<file path="src/rtl/approx_smul_pkg.sv">
// approx_smul_pkg: mode encodings and width helpers shared by the
// approximate signed multiplier pipeline (approx_smul_pipe).
package approx_smul_pkg;

    localparam logic MODE_EXACT  = 1'b0;
    localparam logic MODE_APPROX = 1'b1;

    // Full signed product width for a WIDTH x WIDTH multiply.
    function automatic int prod_width(input int w);
        return 2 * w;
    endfunction

    // Number of partial-product bits landing in column c.
    function automatic int col_height(input int w, input int c);
        if (c < 0 || c > 2 * w - 2)
            return 0;
        else if (c < w)
            return c + 1;
        else
            return 2 * w - 1 - c;
    endfunction

endpackage

</file>
<file path="src/rtl/approx_smul_pipe_reduce.sv">
// approx_pp_reduce: combinational Baugh-Wooley partial-product array
// reduced to two rows (sum, carry). In approximate mode the low
// APPROX_COLS columns are replaced by a per-column OR.
// Ports: x, y (operands), mode, sum, carry (2*WIDTH rows);
// err (exact - approx) only with APPROX_SMUL_ERRSTAT_EN.
module approx_pp_reduce
    import approx_smul_pkg::*;
#(
    parameter int WIDTH       = 16,
    parameter int APPROX_COLS = 8
) (
    input  logic [WIDTH-1:0]               x,
    input  logic [WIDTH-1:0]               y,
    input  logic                           mode,
    output logic [prod_width(WIDTH)-1:0]   sum,
    output logic [prod_width(WIDTH)-1:0]   carry
`ifdef APPROX_SMUL_ERRSTAT_EN
    ,
    output logic [prod_width(WIDTH)-1:0]   err
`endif
);

    localparam int PW = prod_width(WIDTH);
    // Baugh-Wooley correction: 2^W + 2^(2W-1).
    localparam logic [PW-1:0] CORR =
        (PW'(1) << WIDTH) | (PW'(1) << (PW - 1));
    localparam logic [PW-1:0] LOW =
        (PW'(1) << APPROX_COLS) - PW'(1);

    logic approx;
    assign approx = (mode == MODE_APPROX);

    always_comb begin
        logic [PW-1:0] orv;
        logic [PW-1:0] lsum;
        logic [PW-1:0] row;
        logic [PW-1:0] s;
        logic [PW-1:0] c;
        logic [PW-1:0] t;
        logic          b;
        orv  = '0;
        lsum = '0;
        // Low columns never contain sign-position bits, so the
        // OR and the exact low sum use plain AND terms.
        for (int j = 0; j < WIDTH; j++) begin
            for (int i = 0; i < WIDTH; i++) begin
                if (i + j < APPROX_COLS) begin
                    b = x[i] & y[j];
                    orv[i+j] = orv[i+j] | b;
                    lsum = lsum + (PW'(b) << (i + j));
                end
            end
        end
        s = CORR;
        c = approx ? orv : '0;
        for (int j = 0; j < WIDTH; j++) begin
            row = '0;
            for (int i = 0; i < WIDTH; i++) begin
                b = x[i] & y[j];
                // Sign row/column terms are inverted, sign*sign is not.
                if ((i == WIDTH - 1) != (j == WIDTH - 1))
                    b = ~b;
                row[i] = b;
            end
            row = row << j;
            if (approx)
                row = row & ~LOW;
            // 3:2 carry-save step; the carry out of the top is
            // dropped since the product is taken modulo 2^(2W).
            t = s ^ c ^ row;
            c = ((s & c) | (s & row) | (c & row)) << 1;
            s = t;
        end
        sum   = s;
        carry = c;
`ifdef APPROX_SMUL_ERRSTAT_EN
        err   = approx ? (lsum - orv) : '0;
`endif
    end

endmodule

</file>
<file path="src/rtl/approx_smul_pipe.sv">
// approx_smul_pipe: pipelined signed WIDTH x WIDTH multiplier with
// per-transaction exact/approximate mode and valid/ready on both sides.
// Ports: clk, rst (sync, active-high); in_valid/in_ready/in_x/in_y/
// in_mode; out_valid/out_ready/out_z/out_mode.
// Option APPROX_SMUL_ERRSTAT_EN adds out_err and err_max.
module approx_smul_pipe
    import approx_smul_pkg::*;
#(
    parameter int WIDTH       = 16,
    parameter int APPROX_COLS = 8,
    parameter int STAGES      = 2
) (
    input  logic                 clk,
    input  logic                 rst,
    input  logic                 in_valid,
    output logic                 in_ready,
    input  logic [WIDTH-1:0]     in_x,
    input  logic [WIDTH-1:0]     in_y,
    input  logic                 in_mode,
    output logic                 out_valid,
    input  logic                 out_ready,
    output logic [2*WIDTH-1:0]   out_z,
    output logic                 out_mode
`ifdef APPROX_SMUL_ERRSTAT_EN
    ,
    output logic [2*WIDTH-1:0]   out_err,
    output logic [2*WIDTH-1:0]   err_max
`endif
);

    localparam int PW   = prod_width(WIDTH);
    localparam int LAST = STAGES - 1;
    // First stage holding the final sum; stage 0 holds the two
    // reduced rows unless the pipe is a single stage.
    localparam int F    = (STAGES == 1) ? 0 : 1;

    logic [PW-1:0]     row_s;
    logic [PW-1:0]     row_c;
    logic [PW-1:0]     sum_in;
    logic [STAGES-1:0] v_q;
    logic [STAGES-1:0] m_q;
    logic [STAGES-1:0] ld;
    logic [STAGES-1:0] v_in;
    logic [STAGES-1:0] m_in;
    logic [PW-1:0]     z_q [F:LAST];

`ifdef APPROX_SMUL_ERRSTAT_EN
    logic [PW-1:0] err_in;
    logic [PW-1:0] e_q [STAGES];
    logic [PW-1:0] err_abs;
`endif

    approx_pp_reduce #(
        .WIDTH       (WIDTH),
        .APPROX_COLS (APPROX_COLS)
    ) u_reduce (
        .x     (in_x),
        .y     (in_y),
        .mode  (in_mode),
        .sum   (row_s),
        .carry (row_c)
`ifdef APPROX_SMUL_ERRSTAT_EN
        ,
        .err   (err_in)
`endif
    );

    // Stage k can load when it or any stage after it is empty, or
    // the output is being taken: a running OR from the output back.
    always_comb begin
        logic r;
        r = out_ready;
        for (int k = LAST; k >= 0; k--) begin
            r = r | ~v_q[k];
            ld[k] = r;
        end
    end

    always_comb begin
        v_in[0] = in_valid;
        m_in[0] = in_mode;
        for (int k = 1; k < STAGES; k++) begin
            v_in[k] = v_q[k-1];
            m_in[k] = m_q[k-1];
        end
    end

    // Gated by rst so nothing transfers during the reset cycle.
    assign in_ready  = ld[0] & ~rst;
    assign out_valid = v_q[LAST] & ~rst;
    assign out_z     = z_q[LAST];
    assign out_mode  = m_q[LAST];

    always_ff @(posedge clk) begin
        if (rst) begin
            v_q <= '0;
            m_q <= '0;
        end else begin
            for (int k = 0; k < STAGES; k++) begin
                if (ld[k])
                    v_q[k] <= v_in[k];
                if (ld[k] && v_in[k])
                    m_q[k] <= m_in[k];
            end
        end
    end

    generate
        if (STAGES == 1) begin : g_one
            assign sum_in = row_s + row_c;
        end else begin : g_rows
            logic [PW-1:0] s_q;
            logic [PW-1:0] c_q;
            always_ff @(posedge clk) begin
                if (rst) begin
                    s_q <= '0;
                    c_q <= '0;
                end else if (ld[0] && in_valid) begin
                    s_q <= row_s;
                    c_q <= row_c;
                end
            end
            assign sum_in = s_q + c_q;
        end
    endgenerate

    always_ff @(posedge clk) begin
        if (rst) begin
            for (int k = F; k <= LAST; k++)
                z_q[k] <= '0;
        end else begin
            if (ld[F] && v_in[F])
                z_q[F] <= sum_in;
            for (int k = F + 1; k <= LAST; k++)
                if (ld[k] && v_in[k])
                    z_q[k] <= z_q[k-1];
        end
    end

`ifdef APPROX_SMUL_ERRSTAT_EN
    always_ff @(posedge clk) begin
        if (rst) begin
            for (int k = 0; k < STAGES; k++)
                e_q[k] <= '0;
        end else begin
            if (ld[0] && in_valid)
                e_q[0] <= err_in;
            for (int k = 1; k < STAGES; k++)
                if (ld[k] && v_in[k])
                    e_q[k] <= e_q[k-1];
        end
    end

    assign out_err = e_q[LAST];
    assign err_abs = e_q[LAST][PW-1] ? (~e_q[LAST] + PW'(1))
                                     : e_q[LAST];

    always_ff @(posedge clk) begin
        if (rst)
            err_max <= '0;
        else if (out_valid && out_ready && err_abs > err_max)
            err_max <= err_abs;
    end
`endif

endmodule
</file>
<file path="config.mk">
export PLATFORM = sky130hd
export DESIGN_NAME = approx_smul_pipe
export DESIGN_NICKNAME = d
export VERILOG_FILES = /design/src/rtl/approx_smul_pkg.sv /design/src/rtl/approx_smul_pipe_reduce.sv /design/src/rtl/approx_smul_pipe.sv
export SDC_FILE = /design/constraint.sdc
export NUM_CORES = 1
export LEC_CHECK = 0
export ABC_AREA = 1
export CORE_MARGIN = 1.5
export CORE_UTILIZATION = 30
export DETAILED_ROUTE_END_ITERATION = 8
export PLACE_DENSITY_LB_ADDON = 0.2
export SETUP_SLACK_MARGIN = 0.5
export SYNTH_ARGS = -nofsm -noshare
export SYNTH_HDL_FRONTEND = slang
export SYNTH_HIERARCHICAL = 1
export SYNTH_SLANG_ARGS = --single-unit
</file>
<file path="constraint.sdc">
create_clock -name clk -period 13.2 [get_ports clk]
set_input_delay 2.64 -clock clk [delete_from_list [all_inputs] [get_ports clk]]
set_output_delay 2.64 -clock clk [all_outputs]
set_load 0.005 [all_outputs]
</file>
==> flow_summary.json, run 1 <==
{
  "die_area_sq_um": 45100,
  "start_util_pct": 30.4,
  "whs_path_depth": 2,
  "clockRootBuffer": "clkbuf_16",
  "final_antenna_net_count": 0,
  "routed-wl-met3_microns": 702,
  "post-route-drc-count": 0,
  "maxCapViolations": 0,
  "cts_max_path_buffers": 2,
  "synth_cells": 1699,
  "cts.htree.levels": 3,
  "cts_resized": 0,
  "final_max_slew_viol_count": 0,
  "wirelength_mm": 31.1,
  "stdcell_count": 2289,
  "cts_buffers": 9,
  "dp.cells": 2273,
  "post_cts_buffers": 0,
  "wl_met2_mm": 14.6,
  "antenna_found_initial": 0,
  "coreArea_sq_um": 43200,
  "yosys_register_bits": 100,
  "whs_ps": 453,
  "first_iter_violations": 437,
  "worstMarginPinSlew_ps": 1130,
  "cp.arrival_ps": 11600,
  "ios": 72,
  "whs_endpoint": "m_q[0]",
  "async_reset_ff_share_pct": 0,
  "grt-ovfl-total": 0,
  "hold_start": "m_q[0]",
  "dp_hpwl_mm": 26.0,
  "worst-r2r-setup-slack_ps": 11010,
  "fin_nets": 2014,
  "grt_first_pass_wirelength_mm": 52.6,
  "critPathCaptureType": "flip-flop",
  "netlist_area_sq_um": 13100,
  "grt_pass1_vias": 10100,
  "fin_skew_ps": 12.8,
  "yosysUniqueCellTypes": 32,
  "cts_tree": "yes",
  "crit_path_max_fanout": 32,
  "ys_dominant_reg_cell": "dfxtp_1",
  "synthTopCellsByArea": "fa_1 33%, nand2_1 13%, dfxtp_1 10%",
  "reg2reg_depth": 6,
  "top_layer": "met4",
  "clk_pin_slew_ps": 70,
  "grt_util_all_layers_pct": 14.7,
  "final.min_clock_period_ps": 11360,
  "clk-insertion-delay-late_ps": 360,
  "clock_sinks": 100,
  "dieHeight_microns": 212,
  "n_antenna_cell": 0,
  "finalCritPeriodShare_pct": 86.1,
  "ys_warn_count": 6,
  "crit_required_ps": 13440,
  "post_drt_wl_per_cell_microns": 13.6,
  "rows": 76,
  "area_delta_synth_final_pct": 9.22,
  "yosysTopAreaCell": "fa_1",
  "synth_edf_count": 32,
  "firstDrtPassIters": 4,
  "hp-class": "reg -> reg",
  "grt_max_degree": 69,
  "io_buffers": 71,
  "synth.avg_cell_area_sq_um": 7.74,
  "die_w_microns": 212,
  "r2r-end": "g_rows.s_q[8]",
  "fmax_mhz": 88.0,
  "gp_congestion": 0.871,
  "outcome": "finished, final reports clean",
  "synth_top_cell_area_share_pct": 33.4,
  "critPathLaunchType": "input pin",
  "avgViaCountPerCell": 4.31,
  "yosysSeqAreaShare_pct": 17.7,
  "worstReg2RegStart": "v_q[0]",
  "finalSetupViolCount": 0,
  "drive_gt1_share_pct": 5.22,
  "fin_tns_setup_ps": 0,
  "cts_hold_buf": 0,
  "final_hold_viol_count": 0,
  "path_class": "in -> reg",
  "rsz0062_at_grt": "no",
  "vias": 9858,
  "wl_met1_mm": 15.4,
  "relSlewSlack_pct": 24.9
}
==> cell families after synthesis <==
kind of cell / Yosys count / synth area share [%]
and+or+nand+nor: 772 / 23.9
buffers and inverters: 419 / 13.8
adders and majority gates: 278 / 39.0
AOI/OAI and AO/OA: 114 / 4.63
DFF: 100 / 17.7
xor gates and xnor gates: 14 / 0.933
other: 2 / 0.0571
==> sequential cells by signal (all words and copies together), names as in the netlist <==
name        flops
g_rows.s_q     32
g_rows.c_q     32
v_q             2
z_q            32
m_q             2
==> worst max-delay path by stage <==
stage               startpoint             end  slack, ps  cells after the start
floorplan              in_x[7]  g_rows.s_q[15]       2910                     27
global placement       in_mode  g_rows.s_q[15]       1540                     25
detailed placement     in_mode  g_rows.s_q[15]       1440                     25
CTS                    in_mode  g_rows.s_q[15]       1810                     25
global route           in_mode  g_rows.s_q[15]       1460                     25
finish                 in_mode  g_rows.s_q[15]       1840                     25
==> through the flow <==
stage	util, %	area (sq um)	worst slack [ps]
6_report	33.2	14400	1840
4_1_cts	33.2	14400	1810
3_3_place_gp	32.6	14100	1540
5_1_grt	33.2	14400	1460
3_5_place_dp	32.6	14100	1440
2_1_floorplan	-	13200	2910
==> layer usage <==
layer / global-route usage [%] / vias to the layer above
met1: 20.5 / 4783
met3: 1.26 / 8
met5: 0 / -
met4: 2.71 / 0
li1: - / 4967
met2: 24.9 / 100
==> cells in the mapped netlist, types with 2 or more instances <==
cell	n
nand3_2	6
nor2_1	192
a21oi_1	37
nor3_2	5
edfxtp_1	32
dfxtp_1	68
nor3_1	2
and2_1	2
inv_2	8
buf_6	7
buf_1	2
o21ai_0	62
o21bai_1	2
o21ai_1	4
buf_4	35
clkbuf_2	17
nand2_2	25
xnor2_1	3
ha_1	59
nor2_2	9
conb_1	2
nand4_1	4
clkbuf_1	14
nand3_1	53
buf_2	33
fa_1	219
a21oi_2	8
or2_2	2
xor2_1	11
nand2_1	472
inv_1	303
==> final cells by class <==
class | count | area [sq um]
tap | 585 | 732
fill | 4719 | 28800
clock buffer | 10 | 239
inverter | 311 | 1170
clock inverter | 6 | 46.3
sequential | 100 | 2320
multi-input combinational | 1196 | 9060
timing repair buffer | 81 | 786
==> worst max-delay path: stages <==
cell             delay [ps]
clkdlybuf4s50_1         770
inv_1                   560
a21oi_1                 290
ha_1                    180
inv_1                    50
fa_1                    490
inv_1                    50
fa_1                    380
fa_1                    430
fa_1                    430
fa_1                    430
fa_1                    440
fa_1                    430
fa_1                    540
fa_1                    440
fa_1                    520
fa_1                    430
fa_1                    490
inv_1                    50
fa_1                    380
fa_1                    510
inv_1                    50
fa_1                    410
o21ai_0                 170
nor2_1                   60
==> layout by cell type, fill, tap and decap left out, types with 8 or more instances in the layout <==
master	count
clkdlybuf4s50_1	71
a21oi_2	8
ha_1	59
xor2_1	11
fa_1	219
a21oi_1	37
nand2_2	25
buf_4	10
inv_1	303
o21ai_0	62
nand2_1	472
nor2_1	192
conb_1	18
clkbuf_16	9
inv_2	8
dfxtp_1	68
nor2_2	9
nand3_1	53
edfxtp_1	32
Power of run 1 is not shown: default switching activity piles up to over one toggle a cycle in this logic, so the estimate is an artifact.
==> inputs of run 2 (changes only) <==
--- a/config.mk
+++ b/config.mk
@@ -9,6 +9,7 @@
 export CORE_MARGIN = 1.5
 export CORE_UTILIZATION = 30
 export DETAILED_ROUTE_END_ITERATION = 8
+export HOLD_SLACK_MARGIN = 0.15
 export PLACE_DENSITY_LB_ADDON = 0.2
 export SETUP_SLACK_MARGIN = 0.5
 export SYNTH_ARGS = -nofsm -noshare
==> constraint.sdc (replaced) <==
create_clock -name clk -period 13.2 [get_ports clk]
set_input_delay 2.64 -clock clk [delete_from_list [all_inputs] [get_ports clk]]
set_output_delay 2.64 -clock clk [all_outputs]
set_load 0.1 [all_outputs]
==> results of run 2 <==
Same layout as run 1: the final DEF is identical, and so are final timing and power.
Power of run 2 is left out for the same reason.
==> inputs of run 3 (changes only) <==
--- a/config.mk
+++ b/config.mk
@@ -6,7 +6,6 @@
 export NUM_CORES = 1
 export LEC_CHECK = 0
 export ABC_AREA = 1
-export CORE_MARGIN = 1.5
 export CORE_UTILIZATION = 30
 export DETAILED_ROUTE_END_ITERATION = 8
 export HOLD_SLACK_MARGIN = 0.15
==> flow_summary.json, run 3 (synthesis gave the netlist of run 1 again) <==
{
  "n_antenna_cell": 0,
  "die_area_sq_um": 44600,
  "firstDrtPassIters": 5,
  "post-route-drc-count": 0,
  "finalSetupViolCount": 0,
  "crit_path_max_fanout": 32,
  "critPathCaptureType": "flip-flop",
  "clockRootBuffer": "clkbuf_16",
  "critPathLaunchType": "input pin",
  "grt_util_all_layers_pct": 14.8,
  "antenna_found_initial": 0,
  "grt-ovfl-total": 0,
  "coreArea_sq_um": 43200,
  "cts_resized": 0,
  "wirelength_mm": 31.2,
  "avgViaCountPerCell": 4.28,
  "final_common_cell": "nand2_1",
  "start_util_pct": 30.4,
  "fin_nets": 2015,
  "outcome": "finished, final reports clean",
  "maxCapViolations": 0,
  "final_hold_viol_count": 0,
  "path_class": "in -> reg",
  "io_buffers": 71,
  "post_cts_buffers": 0,
  "final.setup.worst_slack_ps": 1810,
  "post_drt_wl_per_cell_microns": 13.6,
  "first_iter_violations": 518,
  "gp_congestion": 0.911,
  "vias": 9810,
  "cts_tree": "yes",
  "final_cell_mix": "472 x nand2_1, 303 x inv_1, 219 x fa_1",
  "cts_max_path_buffers": 2,
  "final_max_slew_viol_count": 0,
  "fin_skew_ps": 9.16,
  "worstMarginPinSlew_ps": 1020,
  "clk-insertion-delay-late_ps": 360,
  "fillers": 4732,
  "final_antenna_net_count": 0,
  "cts_hold_buf": 0,
  "met1_usage_pct": 20.8,
  "grt_max_degree": 69,
  "ios": 72,
  "relSlewSlack_pct": 31.6,
  "worst-r2r-setup-slack_ps": 11020,
  "crit_required_ps": 13450,
  "grt_pass1_vias": 10100,
  "drive_gt1_share_pct": 5.28,
  "grt-busiest-layer": "met2",
  "cp.arrival_ps": 11640,
  "finalCritPeriodShare_pct": 86.3,
  "fmax_mhz": 87.8,
  "area_delta_synth_final_pct": 9.28,
  "largest_registers": "g_rows.c_q (32), g_rows.s_q (32), z_q (32)",
  "use_met3_pct": 1.25,
  "fin_tns_setup_ps": 0,
  "cts_buffers": 9,
  "hp-class": "reg -> reg",
  "final.min_clock_period_ps": 11390,
  "use_met2_pct": 24.3,
  "rows": 76,
  "rsz0062_at_grt": "no",
  "clk_pin_slew_ps": 70,
  "grt_first_pass_wirelength_mm": 52.6,
  "cts.htree.levels": 3,
  "clock_sinks": 100,
  "dieHeight_microns": 211,
  "dp_hpwl_mm": 25.9,
  "die_w_microns": 211,
  "dp_slack_ps": 1390
}
## run 3: cell count changes in the layout (fill, tap and decap cells not counted), sizes merged
cell | previous run | this run
buf | 10 | 11
clkinv | 1 | 3
clkinvlp | 3 | 1
## run 3: layer usage
metal | up-vias | wire (microns)
met5 | - | 0
met4 | 0 | 762
met3 | 32 | 745
met2 | 125 | 14300
met1 | 4684 | 15400
li1 | 4969 | -
## run 3: path summary, 6_finish.rpt
kind,startpoint,endpoint,cells past startpoint
max reg2reg,g_rows.s_q[0],z_q[1][24],12
min reg2reg,m_q[0],m_q[0],2
max,in_mode,g_rows.s_q[15],25
min,m_q[0],m_q[0],2
## run 3: per-stage QoR
stage	utilization (%)	instance area, sq um	hold WS (ps)	instances
after detailed placement	32.6	14100	452	2274
final	33.3	14400	455	2290
after floorplan	-	13200	424	1715
after global routing	33.3	14400	481	2290
after global placement	32.6	14100	439	2274
after CTS	33.3	14400	461	2290
## run 3: critical path, cell delays in order
cell             delay (ps)
clkdlybuf4s50_1         790
inv_1                   550
a21oi_1                 280
ha_1                    170
inv_1                    50
fa_1                    490
inv_1                    50
fa_1                    390
fa_1                    440
fa_1                    430
fa_1                    430
fa_1                    430
fa_1                    430
fa_1                    530
fa_1                    440
fa_1                    520
fa_1                    430
fa_1                    490
inv_1                    50
fa_1                    380
fa_1                    520
inv_1                    50
fa_1                    410
o21ai_0                 190
nor2_1                   60
## run 3: final cells by class
cell class | count | area [sq um] | area share, %
Timing Repair Buffer | 82 | 793 | 5.52
Inverter | 311 | 1170 | 8.13
Multi-Input combinational cell | 1196 | 9060 | 63.1
Sequential cell | 100 | 2320 | 16.2
Tap cell | 585 | 732 | 5.10
Clock inverter | 6 | 47.5 | 0.331
Clock buffer | 10 | 239 | 1.66
Power of run 3 is left out for the same reason.
